## src/rtl/param_cpu.sv

```systemverilog
// Parametrised 16-register CPU: 1 cycle per instruction, memory ops hold in WAIT until mem_ack.
// Backpressure: a slow data memory stalls the core by withholding mem_ack; HALT exits only via reset.
module param_cpu #(
    parameter int DATA_W = 8,
    parameter int ADDR_W = 8,
    parameter int PC_W   = 8
) (
    input  logic              clk,
    input  logic              rst,
    output logic [PC_W-1:0]   inst_addr,
    input  logic [15:0]       inst_data,
    output logic              mem_req,
    output logic              mem_we,
    output logic [ADDR_W-1:0] mem_addr,
    output logic [DATA_W-1:0] mem_wdata,
    input  logic [DATA_W-1:0] mem_rdata,
    input  logic              mem_ack,
    output logic              halted
);
    typedef enum logic [1:0] {S_RUN, S_WAIT, S_HALT} state_t;
    typedef enum logic [3:0] {
        OP_NOP, OP_LOAD, OP_STORE, OP_SET, OP_LT, OP_EQ, OP_BEQ, OP_BNEQ,
        OP_ADD, OP_SUB, OP_SHL, OP_SHR, OP_AND, OP_OR, OP_INV, OP_XOR
    } op_t;
    localparam logic [15:0] HALT_INST = 16'h0FFF;

    state_t            state, state_nxt;
    logic [PC_W-1:0]   pc, pc_nxt;
    logic [DATA_W-1:0] regs [16];

    // Transaction captured at issue so WAIT holds the bus stable and idle cycles keep last values
    logic              lat_we;
    logic [ADDR_W-1:0] lat_addr;
    logic [DATA_W-1:0] lat_wdata;
    logic [3:0]        lat_dest;
    logic              lat_en;

    op_t               op;
    logic [3:0]        dest, arg1, arg2;
    logic [DATA_W-1:0] cval, rd, ra, rb, alu_res, ea;
    logic              is_mem, taken;
    logic              wr_en;
    logic [3:0]        wr_idx;
    logic [DATA_W-1:0] wr_dat;

    assign op     = op_t'(inst_data[15:12]);
    assign dest   = inst_data[11:8];
    assign arg1   = inst_data[7:4];
    assign arg2   = inst_data[3:0];
    assign cval   = DATA_W'(inst_data[7:0]);
    assign rd     = regs[dest];
    assign ra     = regs[arg1];
    assign rb     = regs[arg2];
    assign ea     = ra + DATA_W'(arg2);
    assign is_mem = (op == OP_LOAD) || (op == OP_STORE);
    assign taken  = (rd == cval) ^ (op == OP_BNEQ);

    // Shifts by >= DATA_W naturally yield zero for logical shifts
    always_comb begin
        alu_res = '0;
        case (op)
            OP_SET:  alu_res = cval;
            OP_LT:   alu_res = {{(DATA_W-1){1'b0}}, (ra < rb)};
            OP_EQ:   alu_res = {{(DATA_W-1){1'b0}}, (ra == rb)};
            OP_ADD:  alu_res = ra + rb;
            OP_SUB:  alu_res = ra - rb;
            OP_SHL:  alu_res = ra << rb;
            OP_SHR:  alu_res = ra >> rb;
            OP_AND:  alu_res = ra & rb;
            OP_OR:   alu_res = ra | rb;
            OP_INV:  alu_res = ~ra;
            OP_XOR:  alu_res = ra ^ rb;
            default: alu_res = '0;
        endcase
    end

    always_comb begin
        state_nxt = state;
        pc_nxt    = pc;
        wr_en     = 1'b0;
        wr_idx    = dest;
        wr_dat    = alu_res;
        lat_en    = 1'b0;
        case (state)
            S_RUN: begin
                if (inst_data == HALT_INST) begin
                    state_nxt = S_HALT;
                end else if (is_mem) begin
                    lat_en = 1'b1;
                    if (mem_ack) begin
                        pc_nxt = pc + PC_W'(1);
                        if (op == OP_LOAD) begin
                            wr_en  = 1'b1;
                            wr_dat = mem_rdata;
                        end
                    end else begin
                        state_nxt = S_WAIT;
                    end
                end else if ((op == OP_BEQ) || (op == OP_BNEQ)) begin
                    pc_nxt = taken ? pc + PC_W'(2) : pc + PC_W'(1);
                end else begin
                    pc_nxt = pc + PC_W'(1);
                    wr_en  = (op != OP_NOP);
                end
            end
            S_WAIT: begin
                if (mem_ack) begin
                    pc_nxt    = pc + PC_W'(1);
                    state_nxt = S_RUN;
                    if (!lat_we) begin
                        wr_en  = 1'b1;
                        wr_idx = lat_dest;
                        wr_dat = mem_rdata;
                    end
                end
            end
            S_HALT: state_nxt = S_HALT;
            default: state_nxt = S_RUN;
        endcase
    end

    // Gating on rst keeps mem_req low while reset is asserted, whatever the ROM presents
    always_comb begin
        mem_req   = 1'b0;
        mem_we    = lat_we;
        mem_addr  = lat_addr;
        mem_wdata = lat_wdata;
        if (!rst && (state == S_RUN) && is_mem) begin
            mem_req   = 1'b1;
            mem_we    = (op == OP_STORE);
            mem_addr  = ADDR_W'(ea);
            mem_wdata = rd;
        end else if (state == S_WAIT) begin
            mem_req = 1'b1;
        end
    end

    assign inst_addr = pc;
    assign halted    = (state == S_HALT);

    always_ff @(posedge clk or posedge rst) begin
        if (rst) begin
            state     <= S_RUN;
            pc        <= '0;
            lat_we    <= 1'b0;
            lat_addr  <= '0;
            lat_wdata <= '0;
            lat_dest  <= '0;
            for (int i = 0; i < 16; i++) regs[i] <= '0;
        end else begin
            state <= state_nxt;
            pc    <= pc_nxt;
            if (lat_en) begin
                lat_we    <= (op == OP_STORE);
                lat_addr  <= ADDR_W'(ea);
                lat_wdata <= rd;
                lat_dest  <= dest;
            end
            if (wr_en) regs[wr_idx] <= wr_dat;
        end
    end
endmodule

```

## config.mk

```make
export PLATFORM = sky130hd
export DESIGN_NAME = param_cpu
export DESIGN_NICKNAME = d
export VERILOG_FILES = /design/src/rtl/param_cpu.sv
export SDC_FILE = /design/constraint.sdc
export NUM_CORES = 1
export LEC_CHECK = 0
export ABC_AREA = 1
export BUFFER_PORTS_ARGS = -buffer_cell sky130_fd_sc_hd__buf_2
export CAP_MARGIN = 40
export CORE_MARGIN = 10
export CORE_UTILIZATION = 30
export DETAILED_ROUTE_END_ITERATION = 7
export GPL_TIMING_DRIVEN = 0
export PLACE_DENSITY = 0.5
export REMOVE_ABC_BUFFERS = 1
export SYNTH_ARGS = -nofsm -noshare
export SYNTH_HDL_FRONTEND = slang
export SYNTH_SLANG_ARGS = --single-unit
```

## constraint.sdc

```tcl
create_clock -name clk -period 9.5 [get_ports clk]
set_input_delay 1.9 -clock clk [delete_from_list [all_inputs] [get_ports clk]]
set_output_delay 1.9 -clock clk [all_outputs]
set_load 0.1 [all_outputs]
```

==> results of run 1 <==
routing by layer:
| metal | vias up | track usage |
|---|---|---|
| li1 | 6554 | - |
| met1 | 6488 | 0.2675 |
| met2 | 557 | 0.3156 |
| met3 | 81 | 0.03500 |
| met4 | 0 | 0.06105 |
| met5 | - | 0 |
cells by family (layout without fill, tap and decap cells):
family / Yosys count / after routing
xor+xnor: 22 / 22
simple gates: 1106 / 1106
buf+inv: 308 / 308
fa+ha+maj: 33 / 33
flops: 159 / 159
compound gates: 390 / 390
other cells: 0 / 1
sequential cells by signal, indices dropped and copies added, names as in the netlist:
signal / flops
regs: 128
inst_addr: 8
lat_addr: 8
lat_wdata: 8
lat_dest: 4
state: 2
lat_we: 1
per-stage QoR:
step	setup WS, ns	instance area, µm²	utilization	power, mW
2_1_floorplan	1.739	12350	-	2.081
3_3_place_gp	0.7693	13290	0.3146	2.445
3_5_place_dp	1.369	13580	0.3216	2.479
4_1_cts	1.363	14130	0.3346	3.173
5_1_grt	1.077	14130	0.3346	3.383
6_report	1.212	14130	0.3347	3.164
final cells by class:
class	instances	area [µm²]	area share
diodes	1	2.502	0.0001771
inverters	210	798.3	0.05648
well taps	539	674.4	0.04772
flip-flops and latches	159	3979	0.2815
clock inverters	15	123.9	0.008764
repair buffers	66	553.0	0.03913
clock buffers	17	425.4	0.03010
multi-input cells	1551	7577	0.5361
worst paths after layout:
kind | from | endpoint | depth (start not counted)
hold reg to reg | regs[54]$_DFFE_PP0P_ | regs[54]$_DFFE_PP0P_ | 2
max in group asynchronous | rst | regs[18]$_DFFE_PP0P_ | 3
setup / recovery | inst_data[6] | mem_addr[7] | 16
setup reg to reg | regs[83]$_DFFE_PP0P_ | regs[80]$_DFFE_PP0P_ | 22
min in group asynchronous | rst | lat_we$_DFFE_PP0P_ | 2
hold / removal | regs[54]$_DFFE_PP0P_ | regs[54]$_DFFE_PP0P_ | 2
worst reg2reg max path, cell delays in order, from the launching register on:
cell      delay (ns)
dfrtp_1         0.38
inv_1           0.09
a21oi_1         0.07
o21ai_0         0.11
o21ai_0         0.15
o221ai_1        0.39
nand2_1         0.38
inv_1           0.37
ha_1            0.38
nor2_1          0.18
nand2_1         0.09
nand2_1         0.07
nand2_1         0.07
nand2_1         0.07
a21oi_1         0.10
o211ai_1        0.18
a21oi_1         0.09
nor4_1          0.43
nand2_1         0.10
nand2_1         0.09
nand2_2         0.27
nand2_1         0.17
nand2_1         0.06
placed cells by master, fill, tap and decap left out, drive strengths merged:
cell type,n
a21boi,2
diode,1
buf,66
o22ai,6
clkbuf,17
nand2,750
dfrtp,159
a2111oi,1
ha,30
o21ai,169
clkinvlp,1
inv,212
o221ai,5
nand3b,3
fa,3
or2,5
nand3,219
a21oi,124
and2,1
a31oi,3
nand4,15
o21bai,1
xor2,18
nor3,5
nor2,105
o211ai,71
xnor2,4
clkinv,12
a221oi,6
nor4,3
o2111ai,2
where the power goes:
group          internal (mW)  total [mW]  switching, mW
clock                  0.344       0.683          0.339
sequential             0.883        1.07          0.183
combinational          0.378        1.42           1.04
total                   1.60        3.16           1.56
==> results by group, run 1 <==
Run status
  • Status: completed

STA
  • Worst Max-Slew Pin Slew: 0.9250 ns
  • Slew Viols, Final: 0
  • TNS Setup: 0 ns
  • Worst slew margin: 0.3834
  • Minimum hold slack: 0.4828 ns
  • Fin crit period: 8.288 ns
  • Hold Vio Cnt, Final: 0
  • Worst Skew: 0.01692 ns
  • Fin crit share: 0.8724
  • Fmax: 0.1207 GHz
  • RSZ-0062 raised after global routing: no
  • Count of endpoints failing setup in the final report: 0

Power and ir drop
  • Leak: 6.965 nW
  • Max VDD drop: 0.1439 mV
  • PD cells: 223.8 mW/mm²

Layout
  • Fin cells: 2558
  • Fraction of layout cells with a size suffix above 1: 0.08127
  • Fillers: 4653
  • Area Overhead vs Synth: 9.426%
  • Layout Nets: 2065

Routing
  • Final ANT Viol Nets: 0
  • WL met3: 3903 µm
  • Met1 wire length: 23030 µm
  • Top layer in use: met4
  • Via count: 13680
  • Starting DRC count in detailed routing: 1430
  • DR WL/cell: 20.21 µm
  • Met2 routed WL: 23330 µm
  • Via density per instance: 5.348
  • Final WL: 51700 µm
  • DR pass1 iterations: 6
  • Drt drc: 0

Synthesis
  • Synth area leader: dfrtp_1
  • Synth Area in Adders: 0.03371
  • Synth Area in Compound Gates: 0.1725
  • Xor/xnor share of the synthesized area: 0.01492
  • FF+latch count, synth: 159
  • Synth Cell Area: 0.01292 mm²
  • Post-synth top flop: dfrtp_1
  • YS warnings: 0
  • Post-synthesis sequential area ratio: 0.3080
  • Top cells by count, synth: nand2_1, nand3_1, inv_1
  • Simple-gate area share of the yosys netlist: 0.3655
  • Area contributors post-synth: dfrtp_1, nand2_1, nand3_1, o21ai_0, inv_1
  • Async SR Flop Fraction: 1.000
  • Mux cell area share after synthesis: 0
  • Synth cell types: 47
  • Most common cell in the netlist: nand2_1
  • Yosys top cell area share: 0.3080
  • Largest family of logic cells by synthesized area: simple AND/OR/NAND/NOR gates
  • Syn Inst Count: 2018
  • Post-synth EDFFs: 0
  • Syn avg cell area: 6.400 µm²

Die
  • Chip Width: 227.5 µm
  • Starting density of the core: 0.3059
  • Area of the core: 0.04223 mm²
  • # IOs: 54
  • Overall die area: 0.05175 mm²
  • Cell Rows: 75
  • Die H: 227.5 µm

Critical path
  • CP delay by family, top: buffers and inverters
  • CP Data Required Time: 7.60 ns
  • Crit path kind: input pin to output port
  • CP Capture Type: output port
  • CP bufs+invs: 5
  • Slowest-stage cell, CP: clkinv_1
  • Flop2flop setup slack: 5.13 ns
  • CP cell instances: buf_2 > clkinv_1 > buf_8 > nand3_1 > nand3_1 > nand2_1 > ha_1 > a21oi_1 > inv_1 > a31oi_1 > nor2_1 > o21ai_0 > nor3_1 > xor2_1 > o21ai_0 > buf_2
  • CP arrival: 6.39 ns
  • Startpoint Class: input pin
  • Worst-path fanout max: 20
  • CP peak stage delay: 0.67 ns

Global route
  • Antenna violations before repair: 0
  • First-pass GRT wire length: 78120 µm
  • GRT Overall Usage: 0.1981
  • Pin count of the biggest net entering global routing: 100
  • Vias in the first global route: 12700
  • Total grt overflow: 0

Job
  • Max Cap Violations: 0

Clock network
  • Max clock buf depth: 2
  • Total setup buffers inserted after CTS: 0
  • Hold Buf Count CTS: 0
  • TritonCTS buffer count: 17
  • Post_cts resized: 0
  • # clock sinks: 159
  • Clk root buf: clkbuf_16
  • Worst-path clk slew: 0.07 ns
  • Clk_lat worst skew: 0.46 ns
  • CTS tree: built
  • H-tree levels: 4

Place
  • Buffers added on ports: 53
  • Placer Congestion: 0.8829
  • DP HPWL: 35100 µm
  • Placed cells: 2525

Hold path
  • Hold WC Path Type: register to register
Note: power is estimated with default switching activity, not from simulation.
==> inputs of run 2 (changes only) <==
--- a/config.mk
+++ b/config.mk
@@ -8,3 +8,2 @@
 export ABC_AREA = 1
-export BUFFER_PORTS_ARGS = -buffer_cell sky130_fd_sc_hd__buf_2
 export CAP_MARGIN = 40
@@ -13,4 +12,5 @@
 export DETAILED_ROUTE_END_ITERATION = 7
+export DONT_BUFFER_PORTS = 1
 export GPL_TIMING_DRIVEN = 0
-export PLACE_DENSITY = 0.5
+export PLACE_DENSITY = 0.49
 export REMOVE_ABC_BUFFERS = 1
@@ -19 +19,2 @@
 export SYNTH_SLANG_ARGS = --single-unit
+export TNS_END_PERCENT = 50
--- a/constraint.sdc
+++ b/constraint.sdc
@@ -3,2 +3,2 @@
 set_output_delay 1.9 -clock clk [all_outputs]
-set_load 0.1 [all_outputs]
+set_load 0.01 [all_outputs]
==> results by group, run 2 (synthesized netlist as in run 1, its figures left out) <==
Run status
  • Status: completed

Clock network
  • CTS tree: built
  • Hold Buf Count CTS: 0 (unchanged)
  • # clock sinks: 159 (unchanged)
  • Worst-path clk slew: 0.06 ns (about the same)
  • Clk_lat worst skew: 0.45 ns (about the same)
  • TritonCTS buffer count: 17 (unchanged)
  • H-tree levels: 4 (unchanged)
  • Clk root buf: clkbuf_16
  • Max clock buf depth: 2 (unchanged)
  • Total setup buffers inserted after CTS: 0 (unchanged)
  • Post_cts resized: 0 (unchanged)

Global route
  • First-pass GRT wire length: 78780 µm (+0.85%)
  • Met3 usage: 0.03513 (+0.0001287)
  • Vias in the first global route: 12417 (-2.2%)
  • GRT Overall Usage: 0.2018 (+0.003720)
  • Antenna violations before repair: 0 (unchanged)
  • GRT met1 Usage: 0.2863 (+0.01883)
  • Total grt overflow: 0 (unchanged)
  • Pin count of the biggest net entering global routing: 123 (+23%)
  • GRT busiest layer: met2
  • Met2 Usage GRT: 0.3029 (-0.01265)

Die
  • Overall die area: 0.05175 mm² (unchanged)
  • # IOs: 54 (unchanged)
  • Die H: 227.5 µm (unchanged)
  • Starting density of the core: 0.3059 (unchanged)
  • Cell Rows: 75 (unchanged)
  • Chip Width: 227.5 µm (unchanged)
  • Area of the core: 0.04223 mm² (unchanged)

Layout
  • Largest register FFs: 128 (unchanged)
  • Layout Nets: 2003 (-3.0%)
  • Final Core Density: 0.3251 (-0.009570)
  • Most common cell after layout, fill and taps aside: nand2_1
  • Area Overhead vs Synth: 6.296%
  • Fin cells: 2494 (-2.5%)
  • Antenna diode count: 0 (-1)
  • Register with the most flip-flops: regs
  • Fraction of layout cells with a size suffix above 1: 0.05166 (-0.02961)
  • Most frequent cells in the layout: nand2_1, nand3_1, inv_1, dfrtp_1, o21ai_0

Routing
  • Final ANT Viol Nets: 0 (unchanged)
  • DR pass1 iterations: 6 (unchanged)
  • Starting DRC count in detailed routing: 1758 (+23%)
  • Drt drc: 0 (unchanged)
  • Final WL: 52710 µm (+2.0%)
  • DR WL/cell: 21.14 µm (+4.6%)
  • Via density per instance: 5.446 (+1.8%)
  • Via count: 13582 (-0.72%)

Critical path
  • Flop2flop setup slack: 5.27 ns (+0.14 ns)
  • Worst-path fanout max: 20 (unchanged)
  • Crit path kind: input pin to output port
  • RR Endpoint: regs[120]$_DFFE_PP0P_
  • CP Data Required Time: 7.60 ns (about the same)
  • CP Capture Type: output port
  • Reg2reg start: regs[83]$_DFFE_PP0P_
  • Startpoint Class: input pin
  • R2r worst-path depth: 22 (unchanged)
  • CP arrival: 5.58 ns (-0.81 ns)

Place
  • Buffers added on ports: 0 (-100%)
  • Placed cells: 2463 (-2.5%)
  • Placer Congestion: 0.9073 (+2.8%)
  • DP HPWL: 34600 µm (-1.4%)

STA
  • RSZ-0062 raised after global routing: no
  • Fin crit period: 7.476 ns (-0.8120 ns)
  • Hold Vio Cnt, Final: 0 (unchanged)
  • Fmax: 0.1338 GHz (+11%)
  • Slew Viols, Final: 0 (unchanged)
  • Worst slew margin: 0.3487 (-0.03464)
  • Worst Skew: 0.01385 ns (-0.003069 ns)
  • Fin crit share: 0.7869 (-0.08547)
  • Count of endpoints failing setup in the final report: 0 (unchanged)
  • Worst Max-Slew Pin Slew: 0.9733 ns (+0.04837 ns)
  • TNS Setup: 0 ns (unchanged)
  • Minimum hold slack: 0.4820 ns (-0.0007840 ns)

Hold path
  • Hold depth: 2 (unchanged)
  • Min-delay src: regs[39]$_DFFE_PP0P_
  • WHS Endpoint: regs[39]$_DFFE_PP0P_
  • Hold WC Path Type: register to register

Job
  • Max Cap Violations: 0 (unchanged)

Power and ir drop
  • PD cells: 206.8 mW/mm² (-7.6%)
  • Leak: 6.667 nW (-4.3%)
  • Max VDD drop: 0.1385 mV (-3.8%)
[run 2: cell types whose count changed in the layout (fill, tap and decap cells not counted), moves of 4 or more]
| cell | delta |
|---|---|
| buf_4 | -5 |
| bufinv_16 | +4 |
| buf_16 | -4 |
| inv_6 | -8 |
| buf_2 | -49 |
[run 2: final cells by class]
type                       count  area (µm²)
clock inverter                12       167.7
clock buffer                  19       442.9
multi-input combinational   1551        7577
timing repair buffer           4       90.09
sequential                   159        3979
inverter                     210       798.3
tap                          539       674.4
fill                        4611       28500
[run 2: worst max path at each step]
stage,from,endpoint,slack (ns),depth (start not counted)
floorplan,rst,inst_addr[0]$_DFFE_PP0P_,3.31,1
global placement,rst,regs[80]$_DFFE_PP0P_,0.89,1
detailed placement,inst_data[6],mem_addr[7],2.09,13
CTS,inst_data[6],mem_addr[7],2.08,13
global route,inst_data[6],mem_addr[7],1.96,13
finish,inst_data[6],mem_addr[7],2.02,13
[run 2: through the flow]
step	power, mW	cell area (µm²)	setup slack [ns]
finish	2.839	13730	2.024
global route	3.042	13730	1.957
CTS	2.837	13730	2.082
detailed placement	2.087	13120	2.087
global placement	2.066	13020	0.8852
floorplan	1.782	12350	3.308
[run 2: report_power, final]
group | switching, mW | internal (mW)
Combinational | 0.678 | 0.338
Sequential | 0.195 | 0.883
Clock | 0.303 | 0.443
Total | 1.18 | 1.66
[run 2: metal layers]
layer,share of wire,vias up
met3,0.084,74
met4,0.026,0
met2,0.43,584
met1,0.46,6497
li1,-,6427
met5,0,-
[run 2: critical path, stage by stage]
cell      delay [ns]
clkinv_1        0.67
nand3_1         0.32
nand3_1         0.17
nand2_1         0.38
ha_1            0.36
a21oi_1         0.17
inv_1           0.05
a31oi_1         0.24
nor2_1          0.06
o21ai_0         0.57
nor3_1          0.12
xor2_1          0.18
o21ai_0         0.34
